## config.mk

```make
export PLATFORM = sky130hd
export DESIGN_NAME = sram_32x8_bist
export DESIGN_NICKNAME = d
export VERILOG_FILES = /design/src/rtl/sram_32x8_bist.sv
export SDC_FILE = /design/constraint.sdc
export NUM_CORES = 1
export LEC_CHECK = 0
export CORE_AREA = 5 5 92 94
export CTS_CLUSTER_SIZE = 14
export DETAILED_ROUTE_END_ITERATION = 7
export DIE_AREA = 0 0 97 99
export GPL_TIMING_DRIVEN = 0
export PLACE_DENSITY = 0.79
export SLEW_MARGIN = 20
export SYNTH_ARGS = -nofsm -noshare
export SYNTH_HDL_FRONTEND = slang
export SYNTH_SLANG_ARGS = --single-unit
```

## constraint.sdc

```tcl
create_clock -name clk -period 3.37 [get_ports clk]
set_input_delay 0.337 -clock clk [delete_from_list [all_inputs] [get_ports clk]]
set_output_delay 0.337 -clock clk [all_outputs]
set_load 0.02 [all_outputs]
```

## src/rtl/sram_32x8_bist.sv

```systemverilog
// March-style BIST controller for a 32x8 SRAM: writes a background, reads it back,
// writes the inverse descending, reads that back, and reports mismatches or a timeout.
module sram_32x8_bist #(
  parameter int DEPTH   = 32,
  parameter int TIMEOUT = 15
) (
  input  logic       clk,
  input  logic       rst,
  input  logic       start,
  input  logic [7:0] pattern,
  output logic       busy,
  output logic       done,
  output logic       pass,
  output logic       timeout,
  output logic [5:0] err_count,
  output logic [4:0] fail_addr,
  output logic [7:0] fail_data,
  output logic       mem_write,
  output logic       mem_read,
  output logic [7:0] mem_wr_data,
  output logic [7:0] mem_write_addr,
  output logic [7:0] mem_read_addr,
  input  logic [7:0] mem_rd_data,
  input  logic       mem_wr_done,
  input  logic       mem_rd_done
);

  localparam int DATA_W = 8;
  localparam int AW     = 5;
  localparam int TW     = $clog2(TIMEOUT + 1);

  localparam logic [2:0] IDLE   = 3'd0;
  localparam logic [2:0] WR_BG  = 3'd1;
  localparam logic [2:0] RD_BG  = 3'd2;
  localparam logic [2:0] WR_INV = 3'd3;
  localparam logic [2:0] RD_INV = 3'd4;
  localparam logic [2:0] GAP    = 3'd5;
  localparam logic [2:0] FINISH = 3'd6;

  localparam logic [AW-1:0] LAST_ADDR = AW'(DEPTH - 1);

  logic [2:0]        state;
  logic [2:0]        phase;
  logic [AW-1:0]     addr;
  logic [DATA_W-1:0] pat;
  logic [TW-1:0]     tcnt;

  logic              ascending;
  logic              phase_last;
  logic              gap_done;
  logic              tcnt_expired;
  logic [DATA_W-1:0] rd_exp;
  logic [2:0]        nxt_phase;
  logic [AW-1:0]     nxt_addr;

  function automatic logic [5:0] sat_inc(input logic [5:0] v);
    return (v == 6'd63) ? v : v + 6'd1;
  endfunction

  assign ascending    = (phase == WR_BG) || (phase == RD_BG);
  assign phase_last   = ascending ? (addr == LAST_ADDR) : (addr == '0);
  // In GAP we wait on the strobe of the access that just completed.
  assign gap_done     = ((phase == WR_BG) || (phase == WR_INV)) ? mem_wr_done : mem_rd_done;
  assign tcnt_expired = (tcnt >= TW'(TIMEOUT - 1));
  assign rd_exp       = (phase == RD_BG) ? pat : ~pat;

  always_comb begin
    nxt_phase = phase;
    nxt_addr  = addr;
    if (!phase_last) begin
      nxt_addr = ascending ? addr + 1'b1 : addr - 1'b1;
    end else begin
      case (phase)
        WR_BG:   begin nxt_phase = RD_BG;  nxt_addr = '0;        end
        RD_BG:   begin nxt_phase = WR_INV; nxt_addr = LAST_ADDR; end
        WR_INV:  begin nxt_phase = RD_INV; nxt_addr = LAST_ADDR; end
        default: begin nxt_phase = FINISH; nxt_addr = addr;      end
      endcase
    end
  end

  always_ff @(posedge clk) begin
    if (rst) begin
      state          <= IDLE;
      phase          <= IDLE;
      addr           <= '0;
      tcnt           <= '0;
      busy           <= 1'b0;
      done           <= 1'b0;
      pass           <= 1'b0;
      timeout        <= 1'b0;
      err_count      <= '0;
      fail_addr      <= '0;
      fail_data      <= '0;
      mem_write      <= 1'b0;
      mem_read       <= 1'b0;
      mem_wr_data    <= '0;
      mem_write_addr <= '0;
      mem_read_addr  <= '0;
    end else begin
      done <= 1'b0;
      case (state)
        IDLE: begin
          if (start) begin
            busy           <= 1'b1;
            pat            <= pattern;
            err_count      <= '0;
            fail_addr      <= '0;
            fail_data      <= '0;
            timeout        <= 1'b0;
            pass           <= 1'b0;
            state          <= WR_BG;
            phase          <= WR_BG;
            addr           <= '0;
            tcnt           <= '0;
            mem_write      <= 1'b1;
            mem_write_addr <= '0;
            mem_wr_data    <= pattern;
          end
        end

        WR_BG, WR_INV: begin
          if (mem_wr_done) begin
            mem_write <= 1'b0;
            tcnt      <= tcnt + 1'b1;
            state     <= GAP;
          end else if (tcnt_expired) begin
            mem_write <= 1'b0;
            timeout   <= 1'b1;
            state     <= FINISH;
          end else begin
            tcnt <= tcnt + 1'b1;
          end
        end

        RD_BG, RD_INV: begin
          if (mem_rd_done) begin
            mem_read <= 1'b0;
            tcnt     <= tcnt + 1'b1;
            state    <= GAP;
            if (mem_rd_data != rd_exp) begin
              err_count <= sat_inc(err_count);
              if (err_count == '0) begin
                fail_addr <= addr;
                fail_data <= mem_rd_data;
              end
            end
          end else if (tcnt_expired) begin
            mem_read <= 1'b0;
            timeout  <= 1'b1;
            state    <= FINISH;
          end else begin
            tcnt <= tcnt + 1'b1;
          end
        end

        // The access budget keeps running here so a stuck-high strobe still aborts.
        GAP: begin
          if (!gap_done) begin
            if (nxt_phase == FINISH) begin
              state <= FINISH;
            end else begin
              state <= nxt_phase;
              phase <= nxt_phase;
              addr  <= nxt_addr;
              tcnt  <= '0;
              if ((nxt_phase == WR_BG) || (nxt_phase == WR_INV)) begin
                mem_write      <= 1'b1;
                mem_write_addr <= {3'b000, nxt_addr};
                mem_wr_data    <= (nxt_phase == WR_BG) ? pat : ~pat;
              end else begin
                mem_read      <= 1'b1;
                mem_read_addr <= {3'b000, nxt_addr};
              end
            end
          end else if (tcnt_expired) begin
            timeout <= 1'b1;
            state   <= FINISH;
          end else begin
            tcnt <= tcnt + 1'b1;
          end
        end

        FINISH: begin
          done  <= 1'b1;
          busy  <= 1'b0;
          pass  <= (err_count == '0) && !timeout;
          state <= IDLE;
        end

        default: state <= IDLE;
      endcase
    end
  end

endmodule

```

==> flow_summary.html, run 1 <==
<table>
<tr><th>Metric</th><th>Value</th></tr>
<tr><th colspan="2">Synthesis</th></tr>
<tr><td>Top flip-flop cell by instance count after synthesis</td><td>sky130_fd_sc_hd__dfxtp_1</td></tr>
<tr><td>Synthesized cell area</td><td>3850 um2</td></tr>
<tr><td>Number of distinct library cells after synthesis</td><td>78</td></tr>
<tr><td>Number of instances in the synthesized netlist</td><td>447</td></tr>
<tr><td>Register bit count reported by yosys</td><td>66</td></tr>
<tr><td>EDFF count, synth</td><td>8</td></tr>
<tr><td>Post-synthesis sequential area ratio</td><td>36.4%</td></tr>
<tr><td>Fraction of registers with async set or reset after synthesis</td><td>0%</td></tr>
<tr><td>Synthesized area divided by synthesized cell count</td><td>8.62 um2</td></tr>
<tr><td>Number of warnings reported in the yosys synthesis log</td><td>0</td></tr>
<tr><th colspan="2">Drt</th></tr>
<tr><td>Total DRC errors in the routed layout</td><td>0</td></tr>
<tr><td>Routed length on met3</td><td>757 um</td></tr>
<tr><td>Vias</td><td>3697</td></tr>
<tr><td>Number of vias per cell</td><td>5.85</td></tr>
<tr><td>Highest routed layer</td><td>met4</td></tr>
<tr><td>Met1 wire length</td><td>4590 um</td></tr>
<tr><td>Final Routed Wirelength</td><td>10700 um</td></tr>
<tr><td>Routed wl met2</td><td>5170 um</td></tr>
<tr><td>Number of search-and-repair iterations in the first detailed-routing pass</td><td>5</td></tr>
<tr><td>Drt wl/cell</td><td>17.0 um</td></tr>
<tr><td>First-iteration detailed-routing DRC count</td><td>271</td></tr>
<tr><td>Antenna Nets Post-Route</td><td>0</td></tr>
<tr><th colspan="2">Timing</th></tr>
<tr><td>Post-route fraction of the period consumed by the critical path</td><td>91.4%</td></tr>
<tr><td>Min cycle time layout</td><td>3.08 ns</td></tr>
<tr><td>Worst slew pin tran</td><td>0.690 ns</td></tr>
<tr><td>Pins Over Slew Limit</td><td>0</td></tr>
<tr><td>Unrepaired setup endpoints after global routing</td><td>false</td></tr>
<tr><td>Max Clock Skew</td><td>0.0164 ns</td></tr>
<tr><td>Final setup TNS</td><td>0 ns</td></tr>
<tr><td>Hold violation count in the final report</td><td>0</td></tr>
<tr><td>Endpoints failing setup</td><td>0</td></tr>
<tr><td>Slew margin rel.</td><td>53.9%</td></tr>
<tr><td>Max Fclk</td><td>325 MHz</td></tr>
<tr><th colspan="2">Floorplanning</th></tr>
<tr><td>Top-level I/O count</td><td>70</td></tr>
<tr><td>Overall die height</td><td>99 um</td></tr>
<tr><td>Die outline area</td><td>9600 um2</td></tr>
<tr><td>Num rows</td><td>32</td></tr>
<tr><td>Width of the die</td><td>97 um</td></tr>
<tr><td>Core area</td><td>7570 um2</td></tr>
<tr><td>Effective utilization at floorplan</td><td>50.9%</td></tr>
<tr><th colspan="2">Cells and area</th></tr>
<tr><td>P&amp;R area growth vs syn</td><td>24.5%</td></tr>
<tr><td>Post-route core utilization</td><td>63.4%</td></tr>
<tr><td>Post-route insts no fill</td><td>632</td></tr>
<tr><td>Total number of nets in the final design</td><td>554</td></tr>
<tr><td>Fraction of final layout cells with drive strength greater than 1</td><td>13.2%</td></tr>
<tr><td>Register area</td><td>1400 um2</td></tr>
<tr><td>Final Instance Area</td><td>4800 um2</td></tr>
<tr><td>FILL cells</td><td>661</td></tr>
<tr><td>Area of combinational cells with multiple inputs</td><td>2250 um2</td></tr>
<tr><td>Antenna diode instance count</td><td>0</td></tr>
<tr><th colspan="2">Run</th></tr>
<tr><td>Number of max-capacitance violations reported</td><td>0</td></tr>
<tr><th colspan="2">Critical path</th></tr>
<tr><td>Crit Path Category</td><td>reg2reg</td></tr>
<tr><td>Worst R2R End</td><td>mem_read_addr[4]$_SDFFE_PP0P_</td></tr>
<tr><td>Cell count of the worst reg-to-reg path</td><td>11</td></tr>
<tr><td>Delay-heaviest family, CP</td><td>compound AO/OA/AOI/OAI gates</td></tr>
<tr><td>Worst stage delay on the critical path</td><td>0.48 ns</td></tr>
<tr><td>Type of origin of the critical path</td><td>flip-flop</td></tr>
<tr><td>Required time reported for the critical path endpoint</td><td>3.58 ns</td></tr>
<tr><td>Number of logic stages on the critical path including buffering</td><td>11</td></tr>
<tr><td>Startpoint of the worst-slack reg-to-reg timing path</td><td>phase[1]$_SDFFE_PP0P_</td></tr>
<tr><td>Worst reg-to-reg setup slack</td><td>0.29 ns</td></tr>
<tr><td>Worst-path cell with the longest stage delay</td><td>sky130_fd_sc_hd__a2111oi_2</td></tr>
<tr><td>CP dominant cell by count</td><td>sky130_fd_sc_hd__xnor2_1</td></tr>
<tr><td>Crit path buffers/inverters</td><td>2</td></tr>
<tr><td>Setup crit end kind</td><td>flip-flop</td></tr>
<tr><td>Arrival time at the worst endpoint</td><td>3.29 ns</td></tr>
<tr><td>Largest fanout on the critical path</td><td>10</td></tr>
<tr><td>Critical-path cell list</td><td>buf_2 -&gt; xnor2_1 -&gt; nor2_2 -&gt; inv_1 -&gt; ha_1 -&gt; nand2b_1 -&gt; a21oi_1 -&gt; xnor2_1 -&gt; mux2_2 -&gt; a2111oi_2 -&gt; a211oi_1</td></tr>
<tr><th colspan="2">CTS</th></tr>
<tr><td>CTS buffer count</td><td>9</td></tr>
<tr><td>Buffers inserted by post-CTS timing repair</td><td>0</td></tr>
<tr><td>Insertion delay of the later-clocked pin in the worst-skew pair</td><td>0.35 ns</td></tr>
<tr><td>Number of H-tree levels</td><td>3</td></tr>
<tr><td>Clock tree from TritonCTS</td><td>built</td></tr>
<tr><td>PostCTS Resize Cnt</td><td>0</td></tr>
<tr><td>Clock tree root buffer cell</td><td>sky130_fd_sc_hd__clkbuf_8</td></tr>
<tr><td>Bufs on Longest Clock Path</td><td>2</td></tr>
<tr><td>CTS Sinks</td><td>66</td></tr>
<tr><td>Clock input transition at the sequential cells of the worst setup and hold paths</td><td>0.09 ns</td></tr>
<tr><td>Hold bufs inserted after CTS</td><td>0</td></tr>
<tr><th colspan="2">Min path</th></tr>
<tr><td>Worst Hold Endpoint</td><td>fail_data[1]$_SDFFE_PP0P_</td></tr>
<tr><td>Class of the tightest hold or removal check</td><td>reg2reg</td></tr>
<tr><td>Source of the worst hold timing path</td><td>fail_data[1]$_SDFFE_PP0P_</td></tr>
<tr><td>Worst hold path depth</td><td>2</td></tr>
<tr><th colspan="2">Placement</th></tr>
<tr><td>Weighted congestion reported at the end of routability-driven placement</td><td>0.913</td></tr>
<tr><td>Placed wire-length estimate</td><td>8120 um</td></tr>
<tr><td>Number of input and output port buffers inserted</td><td>62</td></tr>
<tr><td>Dpl cells</td><td>616</td></tr>
<tr><td>Post-detailed-placement cell area</td><td>4620 um2</td></tr>
<tr><th colspan="2">Global routing</th></tr>
<tr><td>Residual overflow from global routing</td><td>0</td></tr>
<tr><td>First-pass GRT wire length</td><td>17500 um</td></tr>
<tr><td>Total routing resource utilization after global routing</td><td>22.2%</td></tr>
<tr><td>Antenna violations before repair</td><td>0</td></tr>
<tr><td>Maximum number of pins on one net before global-route repair</td><td>14</td></tr>
<tr><td>Vias in the first global route</td><td>3566</td></tr>
<tr><th colspan="2">Power</th></tr>
<tr><td>Leak pwr</td><td>1.69 nW</td></tr>
<tr><td>PwrDens</td><td>388 nW/um2</td></tr>
<tr><td>Overall power of the completed layout</td><td>1.86 mW</td></tr>
<tr><td>Peak ir drop on the vdd network</td><td>0.160 mV</td></tr>
<tr><th colspan="2">Run status</th></tr>
<tr><td>Result of the run</td><td>completed</td></tr>
</table>
-- registers in the layout, summed over array words and instances (netlist names), 4 cells and up --
register and cells:
fail_data 8, mem_write_addr 5, fail_addr 5, mem_read_addr 5, err_count 6, mem_wr_data 8
addr 5, pat 8, tcnt 4
-- how the worst max path moves through the flow --
stage | end | from
finish | mem_read_addr[4]$_SDFFE_PP0P_ | phase[1]$_SDFFE_PP0P_
global route | mem_read_addr[4]$_SDFFE_PP0P_ | phase[1]$_SDFFE_PP0P_
CTS | mem_read_addr[4]$_SDFFE_PP0P_ | phase[1]$_SDFFE_PP0P_
detailed placement | mem_read_addr[4]$_SDFFE_PP0P_ | phase[1]$_SDFFE_PP0P_
global placement | mem_write_addr[4]$_SDFFE_PP0P_ | phase[1]$_SDFFE_PP0P_
floorplan | mem_write_addr[4]$_SDFFE_PP0P_ | phase[1]$_SDFFE_PP0P_
-- per-layer routing --
metal  GRT usage (%)  vias up
met4            6.80        0
met3            6.37       23
li1                -     1770
met2            37.8      139
met5               0        -
met1            27.3     1765
-- worst reg2reg max path: stages (launching register included) --
cell and delay, ns:
sky130_fd_sc_hd__dfxtp_1 0.31, sky130_fd_sc_hd__buf_2 0.17, sky130_fd_sc_hd__xnor2_1 0.15, sky130_fd_sc_hd__nor2_2 0.27, sky130_fd_sc_hd__inv_1 0.17, sky130_fd_sc_hd__ha_1 0.36
sky130_fd_sc_hd__nand2b_1 0.07, sky130_fd_sc_hd__a21oi_1 0.23, sky130_fd_sc_hd__xnor2_1 0.19, sky130_fd_sc_hd__mux2_2 0.37, sky130_fd_sc_hd__a2111oi_2 0.48, sky130_fd_sc_hd__a211oi_1 0.16
-- layout by cell type (no fill, tap or decap), types with 3 or more instances in the layout --
cell / netlist / routed
sky130_fd_sc_hd__nor3_1: 9 / 9
sky130_fd_sc_hd__clkdlybuf4s50_1: 0 / 62
sky130_fd_sc_hd__a31oi_1: 8 / 8
sky130_fd_sc_hd__mux2_2: 3 / 3
sky130_fd_sc_hd__xnor2_1: 18 / 18
sky130_fd_sc_hd__inv_1: 9 / 9
sky130_fd_sc_hd__buf_6: 3 / 3
sky130_fd_sc_hd__a211oi_1: 7 / 7
sky130_fd_sc_hd__mux2i_1: 7 / 7
sky130_fd_sc_hd__nor4_1: 4 / 4
sky130_fd_sc_hd__nor2_1: 38 / 37
sky130_fd_sc_hd__nand4_1: 6 / 6
sky130_fd_sc_hd__nand2b_1: 7 / 7
sky130_fd_sc_hd__o21ai_0: 19 / 19
sky130_fd_sc_hd__ha_1: 7 / 7
sky130_fd_sc_hd__clkbuf_8: 0 / 9
sky130_fd_sc_hd__a22oi_1: 4 / 4
sky130_fd_sc_hd__nand2_1: 58 / 58
sky130_fd_sc_hd__buf_4: 10 / 10
sky130_fd_sc_hd__clkbuf_1: 11 / 11
sky130_fd_sc_hd__buf_2: 4 / 4
sky130_fd_sc_hd__edfxtp_1: 8 / 8
sky130_fd_sc_hd__conb_1: 1 / 6
sky130_fd_sc_hd__nand3_1: 18 / 18
sky130_fd_sc_hd__dfxtp_1: 58 / 58
sky130_fd_sc_hd__a311oi_1: 4 / 4
sky130_fd_sc_hd__nor2_2: 3 / 4
sky130_fd_sc_hd__o31ai_1: 3 / 3
sky130_fd_sc_hd__or3_1: 9 / 9
sky130_fd_sc_hd__o211ai_1: 3 / 3
sky130_fd_sc_hd__a311oi_2: 5 / 5
sky130_fd_sc_hd__a21oi_1: 34 / 34
sky130_fd_sc_hd__nand3b_1: 6 / 6
sky130_fd_sc_hd__inv_6: 0 / 3
-- final cells by class --
cell class              instances  share of cell area [%]
inverters                      11                   0.913
multi-input cells             345                    46.9
repair buffers                 62                    12.9
well taps                     102                    2.66
clock inverters                 7                    1.07
plain buffers                  30                    3.70
clock buffers                   9                    2.58
flip-flops and latches         66                    29.2
-- power by group --
part	total [mW]	switching, mW	internal [mW]
logic	0.395	0.236	0.159
clock network	0.622	0.350	0.272
registers	0.844	0.0204	0.823
-- stage by stage --
step | worst slack (ns) | hold slack (ns)
4_1_cts | 0.138 | 0.471
6_report | 0.290 | 0.474
5_1_grt | 0.110 | 0.495
3_5_place_dp | 0.160 | 0.459
2_1_floorplan | 0.736 | 0.436
3_3_place_gp | 0.214 | 0.447
-- Yosys cell counts (all sizes together) (3+ instances only) --
cell    instances  area, um2
nand2          60        230
a21oi          35        179
a22oi           4       30.0
mux2i           9        106
a211oi          7       52.6
o211ai          3       22.5
dfxtp          58       1160
nand3          18       90.1
a31oi           9       62.6
xnor2          18        158
inv            11       43.8
ha              7       87.6
xor2            3       33.8
buf            19        136
nand2b          9       71.3
nor4            5       46.3
edfxtp          8        240
a311oi          9        110
mux2            3       33.8
nand4           7       58.8
nor3           11       65.1
or3             9       56.3
nor2           41        161
and2            4       25.0
nand3b          6       45.0
o31ai           3       22.5
o21ai          20        100
clkbuf         11       41.3
-- cells by family (layout without fill, tap and decap cells) --
kind of cell / Yosys count / in the layout / share of synthesized area [%]
AOI/OAI and AO/OA: 114 / 114 / 21.5
xor gates and xnor gates: 21 / 21 / 4.97
adders and majority gates: 9 / 9 / 3.05
buffers and inverters: 41 / 119 / 5.75
DFF: 66 / 66 / 36.4
muxes: 12 / 12 / 3.64
other: 1 / 6 / 0.0973
and+or+nand+nor: 183 / 183 / 24.6
(Power assumes the default switching activity.)
==> inputs of run 2 (changes only) <==
--- a/config.mk
+++ b/config.mk
@@ -5,10 +5,10 @@
 export SDC_FILE = /design/constraint.sdc
 export NUM_CORES = 1
 export LEC_CHECK = 0
-export CORE_AREA = 5 5 92 94
+export CORE_AREA = 2 2 89 91
 export CTS_CLUSTER_SIZE = 14
 export DETAILED_ROUTE_END_ITERATION = 7
-export DIE_AREA = 0 0 97 99
+export DIE_AREA = 0 0 91 93
 export GPL_TIMING_DRIVEN = 0
 export PLACE_DENSITY = 0.79
 export SLEW_MARGIN = 20
==> flow_summary.html, run 2 (synthesized netlist as in run 1, its figures left out) <==
<table>
<tr><th>Metric</th><th>Value</th></tr>
<tr><th colspan="2">Run status</th></tr>
<tr><td>Result of the run</td><td>completed</td></tr>
<tr><th colspan="2">Critical path</th></tr>
<tr><td>CP dominant cell by count</td><td>sky130_fd_sc_hd__xnor2_1</td></tr>
<tr><td>Worst-path cell with the longest stage delay</td><td>sky130_fd_sc_hd__ha_1</td></tr>
<tr><td>Critical-path cell list</td><td>buf_2 -&gt; xnor2_1 -&gt; nor2_2 -&gt; inv_1 -&gt; ha_1 -&gt; nand2b_1 -&gt; a21oi_1 -&gt; xnor2_1 -&gt; mux2_2 -&gt; a2111oi_4 -&gt; o32ai_1</td></tr>
<tr><td>Worst stage delay on the critical path</td><td>0.38 ns (-0.10 ns)</td></tr>
<tr><td>Delay-heaviest family, CP</td><td>compound AO/OA/AOI/OAI gates</td></tr>
<tr><td>Required time reported for the critical path endpoint</td><td>3.59 ns (about the same)</td></tr>
<tr><td>Arrival time at the worst endpoint</td><td>3.20 ns (-0.09 ns)</td></tr>
<tr><td>Largest fanout on the critical path</td><td>10 (unchanged)</td></tr>
<tr><td>Crit path buffers/inverters</td><td>2 (unchanged)</td></tr>
<tr><td>Crit Path Category</td><td>reg2reg</td></tr>
<tr><td>Type of origin of the critical path</td><td>flip-flop</td></tr>
<tr><td>Setup crit end kind</td><td>flip-flop</td></tr>
<tr><th colspan="2">Cells and area</th></tr>
<tr><td>Antenna diode instance count</td><td>0 (unchanged)</td></tr>
<tr><td>Highest-count cells in the layout ignoring fill and taps</td><td>62 x sky130_fd_sc_hd__clkdlybuf4s50_1, 58 x sky130_fd_sc_hd__nand2_1, 58 x sky130_fd_sc_hd__dfxtp_1</td></tr>
<tr><td>Final Instance Area</td><td>4840 um2 (+0.81%)</td></tr>
<tr><td>P&amp;R area growth vs syn</td><td>25.5%</td></tr>
<tr><td>Most common library cell in the layout ignoring fill and taps</td><td>sky130_fd_sc_hd__clkdlybuf4s50_1</td></tr>
<tr><td>Area of combinational cells with multiple inputs</td><td>2260 um2 (+0.56%)</td></tr>
<tr><td>Register area</td><td>1400 um2 (unchanged)</td></tr>
<tr><td>Total number of nets in the final design</td><td>554 (unchanged)</td></tr>
<tr><td>Top flop regs</td><td>fail_data x8, mem_wr_data x8, pat x8</td></tr>
<tr><td>FILL cells</td><td>651 (-1.5%)</td></tr>
<tr><td>Fraction of final layout cells with drive strength greater than 1</td><td>13.2% (unchanged)</td></tr>
<tr><td>Post-route insts no fill</td><td>632 (unchanged)</td></tr>
<tr><th colspan="2">Floorplanning</th></tr>
<tr><td>Top-level I/O count</td><td>70 (unchanged)</td></tr>
<tr><td>Width of the die</td><td>91 um (-6.2%)</td></tr>
<tr><td>Overall die height</td><td>93 um (-6.1%)</td></tr>
<tr><td>Die outline area</td><td>8460 um2 (-12%)</td></tr>
<tr><td>Effective utilization at floorplan</td><td>51.2% (+0.27 points)</td></tr>
<tr><td>Core area</td><td>7530 um2 (-0.53%)</td></tr>
<tr><td>Num rows</td><td>32 (unchanged)</td></tr>
<tr><th colspan="2">Timing</th></tr>
<tr><td>Unrepaired setup endpoints after global routing</td><td>false</td></tr>
<tr><td>Worst hold slack</td><td>0.469 ns (-0.00429 ns)</td></tr>
<tr><td>Max Fclk</td><td>335 MHz (+3.2%)</td></tr>
<tr><td>Max Clock Skew</td><td>0.0112 ns (-0.00523 ns)</td></tr>
<tr><td>Final setup margin</td><td>0.385 ns (+0.0948 ns)</td></tr>
<tr><td>Slew margin rel.</td><td>50.4% (-3.5 points)</td></tr>
<tr><td>Pins Over Slew Limit</td><td>0 (unchanged)</td></tr>
<tr><td>Worst slew pin tran</td><td>0.741 ns (+0.0518 ns)</td></tr>
<tr><td>Post-route fraction of the period consumed by the critical path</td><td>88.6% (-2.8 points)</td></tr>
<tr><td>Final setup TNS</td><td>0 ns (unchanged)</td></tr>
<tr><td>Endpoints failing setup</td><td>0 (unchanged)</td></tr>
<tr><td>Min cycle time layout</td><td>2.99 ns (-0.0948 ns)</td></tr>
<tr><td>Hold violation count in the final report</td><td>0 (unchanged)</td></tr>
<tr><th colspan="2">Global routing</th></tr>
<tr><td>First-pass GRT wire length</td><td>17600 um (+0.23%)</td></tr>
<tr><td>Maximum number of pins on one net before global-route repair</td><td>14 (unchanged)</td></tr>
<tr><td>Vias in the first global route</td><td>3450 (-3.3%)</td></tr>
<tr><td>Residual overflow from global routing</td><td>0 (unchanged)</td></tr>
<tr><td>GRT met2 Usage</td><td>43.4% (+5.6 points)</td></tr>
<tr><td>Fraction of met1 tracks used by global routing</td><td>35.0% (+7.7 points)</td></tr>
<tr><td>Total routing resource utilization after global routing</td><td>26.4% (+4.1 points)</td></tr>
<tr><td>GR met3 Demand/Resource</td><td>5.08% (-1.3 points)</td></tr>
<tr><td>Gr busiest metal</td><td>met2</td></tr>
<tr><td>Antenna violations before repair</td><td>0 (unchanged)</td></tr>
<tr><th colspan="2">Power</th></tr>
<tr><td>Cell Int Power</td><td>1.33 mW (+6.1%)</td></tr>
<tr><td>Total net switching power</td><td>0.611 mW (+0.78%)</td></tr>
<tr><td>Part of the power in registers</td><td>43.5% (-1.8 points)</td></tr>
<tr><td>Part of the power in combinational logic</td><td>20.5% (-0.7 points)</td></tr>
<tr><td>PwrDens</td><td>401 nW/um2 (+3.5%)</td></tr>
<tr><td>Net switching fraction of the power</td><td>31.5% (-1.1 points)</td></tr>
<tr><td>Peak ir drop on the vdd network</td><td>0.337 mV (+110%)</td></tr>
<tr><td>Leak pwr</td><td>1.70 nW (+1.0%)</td></tr>
<tr><td>Share of power burned in the clock network</td><td>36.0% (+2.6 points)</td></tr>
<tr><th colspan="2">Placement</th></tr>
<tr><td>Worst setup timing slack at the placement stage</td><td>0.0811 ns (-0.0791 ns)</td></tr>
<tr><td>Post-detailed-placement cell area</td><td>4620 um2 (unchanged)</td></tr>
<tr><td>Weighted congestion reported at the end of routability-driven placement</td><td>0.922 (+1.0%)</td></tr>
<tr><td>Dpl cells</td><td>616 (unchanged)</td></tr>
<tr><td>Placed wire-length estimate</td><td>8230 um (+1.4%)</td></tr>
<tr><td>Number of input and output port buffers inserted</td><td>62 (unchanged)</td></tr>
<tr><th colspan="2">Run</th></tr>
<tr><td>Number of max-capacitance violations reported</td><td>0 (unchanged)</td></tr>
<tr><th colspan="2">Min path</th></tr>
<tr><td>Class of the tightest hold or removal check</td><td>reg2reg</td></tr>
<tr><th colspan="2">CTS</th></tr>
<tr><td>Clock input transition at the sequential cells of the worst setup and hold paths</td><td>0.08 ns (about the same)</td></tr>
<tr><td>Number of H-tree levels</td><td>3 (unchanged)</td></tr>
<tr><td>Bufs on Longest Clock Path</td><td>2 (unchanged)</td></tr>
<tr><td>CTS buffer count</td><td>9 (unchanged)</td></tr>
<tr><td>Clock tree from TritonCTS</td><td>built</td></tr>
<tr><td>Insertion delay of the later-clocked pin in the worst-skew pair</td><td>0.35 ns (about the same)</td></tr>
<tr><td>Clock tree root buffer cell</td><td>sky130_fd_sc_hd__clkbuf_8</td></tr>
<tr><td>Buffers inserted by post-CTS timing repair</td><td>0 (unchanged)</td></tr>
<tr><td>CTS Sinks</td><td>66 (unchanged)</td></tr>
<tr><th colspan="2">Drt</th></tr>
<tr><td>Antenna Nets Post-Route</td><td>0 (unchanged)</td></tr>
<tr><td>Total DRC errors in the routed layout</td><td>0 (unchanged)</td></tr>
<tr><td>Drt wl/cell</td><td>17.3 um (+1.8%)</td></tr>
<tr><td>Vias</td><td>3660 (-1.0%)</td></tr>
<tr><td>Number of search-and-repair iterations in the first detailed-routing pass</td><td>7 (+2)</td></tr>
<tr><td>First-iteration detailed-routing DRC count</td><td>273 (+0.74%)</td></tr>
<tr><td>Final Routed Wirelength</td><td>10900 um (+1.8%)</td></tr>
<tr><td>Number of vias per cell</td><td>5.79 (-1.0%)</td></tr>
</table>
## run 2: power groups by stage
stage,Clock [mW],Sequential (mW),Combinational [mW]
finish,0.700,0.844,0.398
CTS,0.701,0.844,0.393
detailed placement,0,0.862,0.391
floorplan,0,0.878,0.246
global route,0.733,0.847,0.428
global placement,0,0.861,0.386
## run 2: routing by layer
layer | vias to the layer above | routed length [um]
met3 | 20 | 608
met5 | - | 0
met2 | 140 | 5150
met4 | 0 | 244
met1 | 1728 | 4930
li1 | 1772 | -
## run 2: worst paths after layout
path	to	start	cells after the start	slack [ns]
max reg2reg	mem_write_addr[4]$_SDFFE_PP0P_	phase[1]$_SDFFE_PP0P_	11	0.38
max	mem_write_addr[4]$_SDFFE_PP0P_	phase[1]$_SDFFE_PP0P_	11	0.38
min reg2reg	fail_data[0]$_SDFFE_PP0P_	fail_data[0]$_SDFFE_PP0P_	2	0.47
min	fail_data[0]$_SDFFE_PP0P_	fail_data[0]$_SDFFE_PP0P_	2	0.47
## run 2: stage by stage
step | total power [mW] | utilization, %
after CTS | 1.94 | 64.1
final | 1.94 | 64.3
after global placement | 1.25 | 61.4
after global routing | 2.01 | 64.3
after floorplan | 1.12 | -
after detailed placement | 1.25 | 61.4
## run 2: timing repair
action | in CTS | in global routing
hold buffers | 0 | 0
endpoints found under the setup margin | 0 | 3
gates resized for setup | 0 | 2
## run 2: worst min-delay path: stages, from the launching register on
cell and delay, ns:
sky130_fd_sc_hd__dfxtp_1 0.32, sky130_fd_sc_hd__nand2_1 0.05, sky130_fd_sc_hd__mux2i_1 0.06
## run 2: final cells by class
| type | count | area share [%] |
|---|---|---|
| Multi-Input combinational cell | 345 | 46.8 |
| Sequential cell | 66 | 29.0 |
| Timing Repair Buffer | 62 | 12.8 |
| Buffer | 30 | 3.67 |
| Tap cell | 102 | 2.64 |
| Clock buffer | 9 | 2.56 |
| Clock inverter | 7 | 1.60 |
| Inverter | 11 | 0.905 |
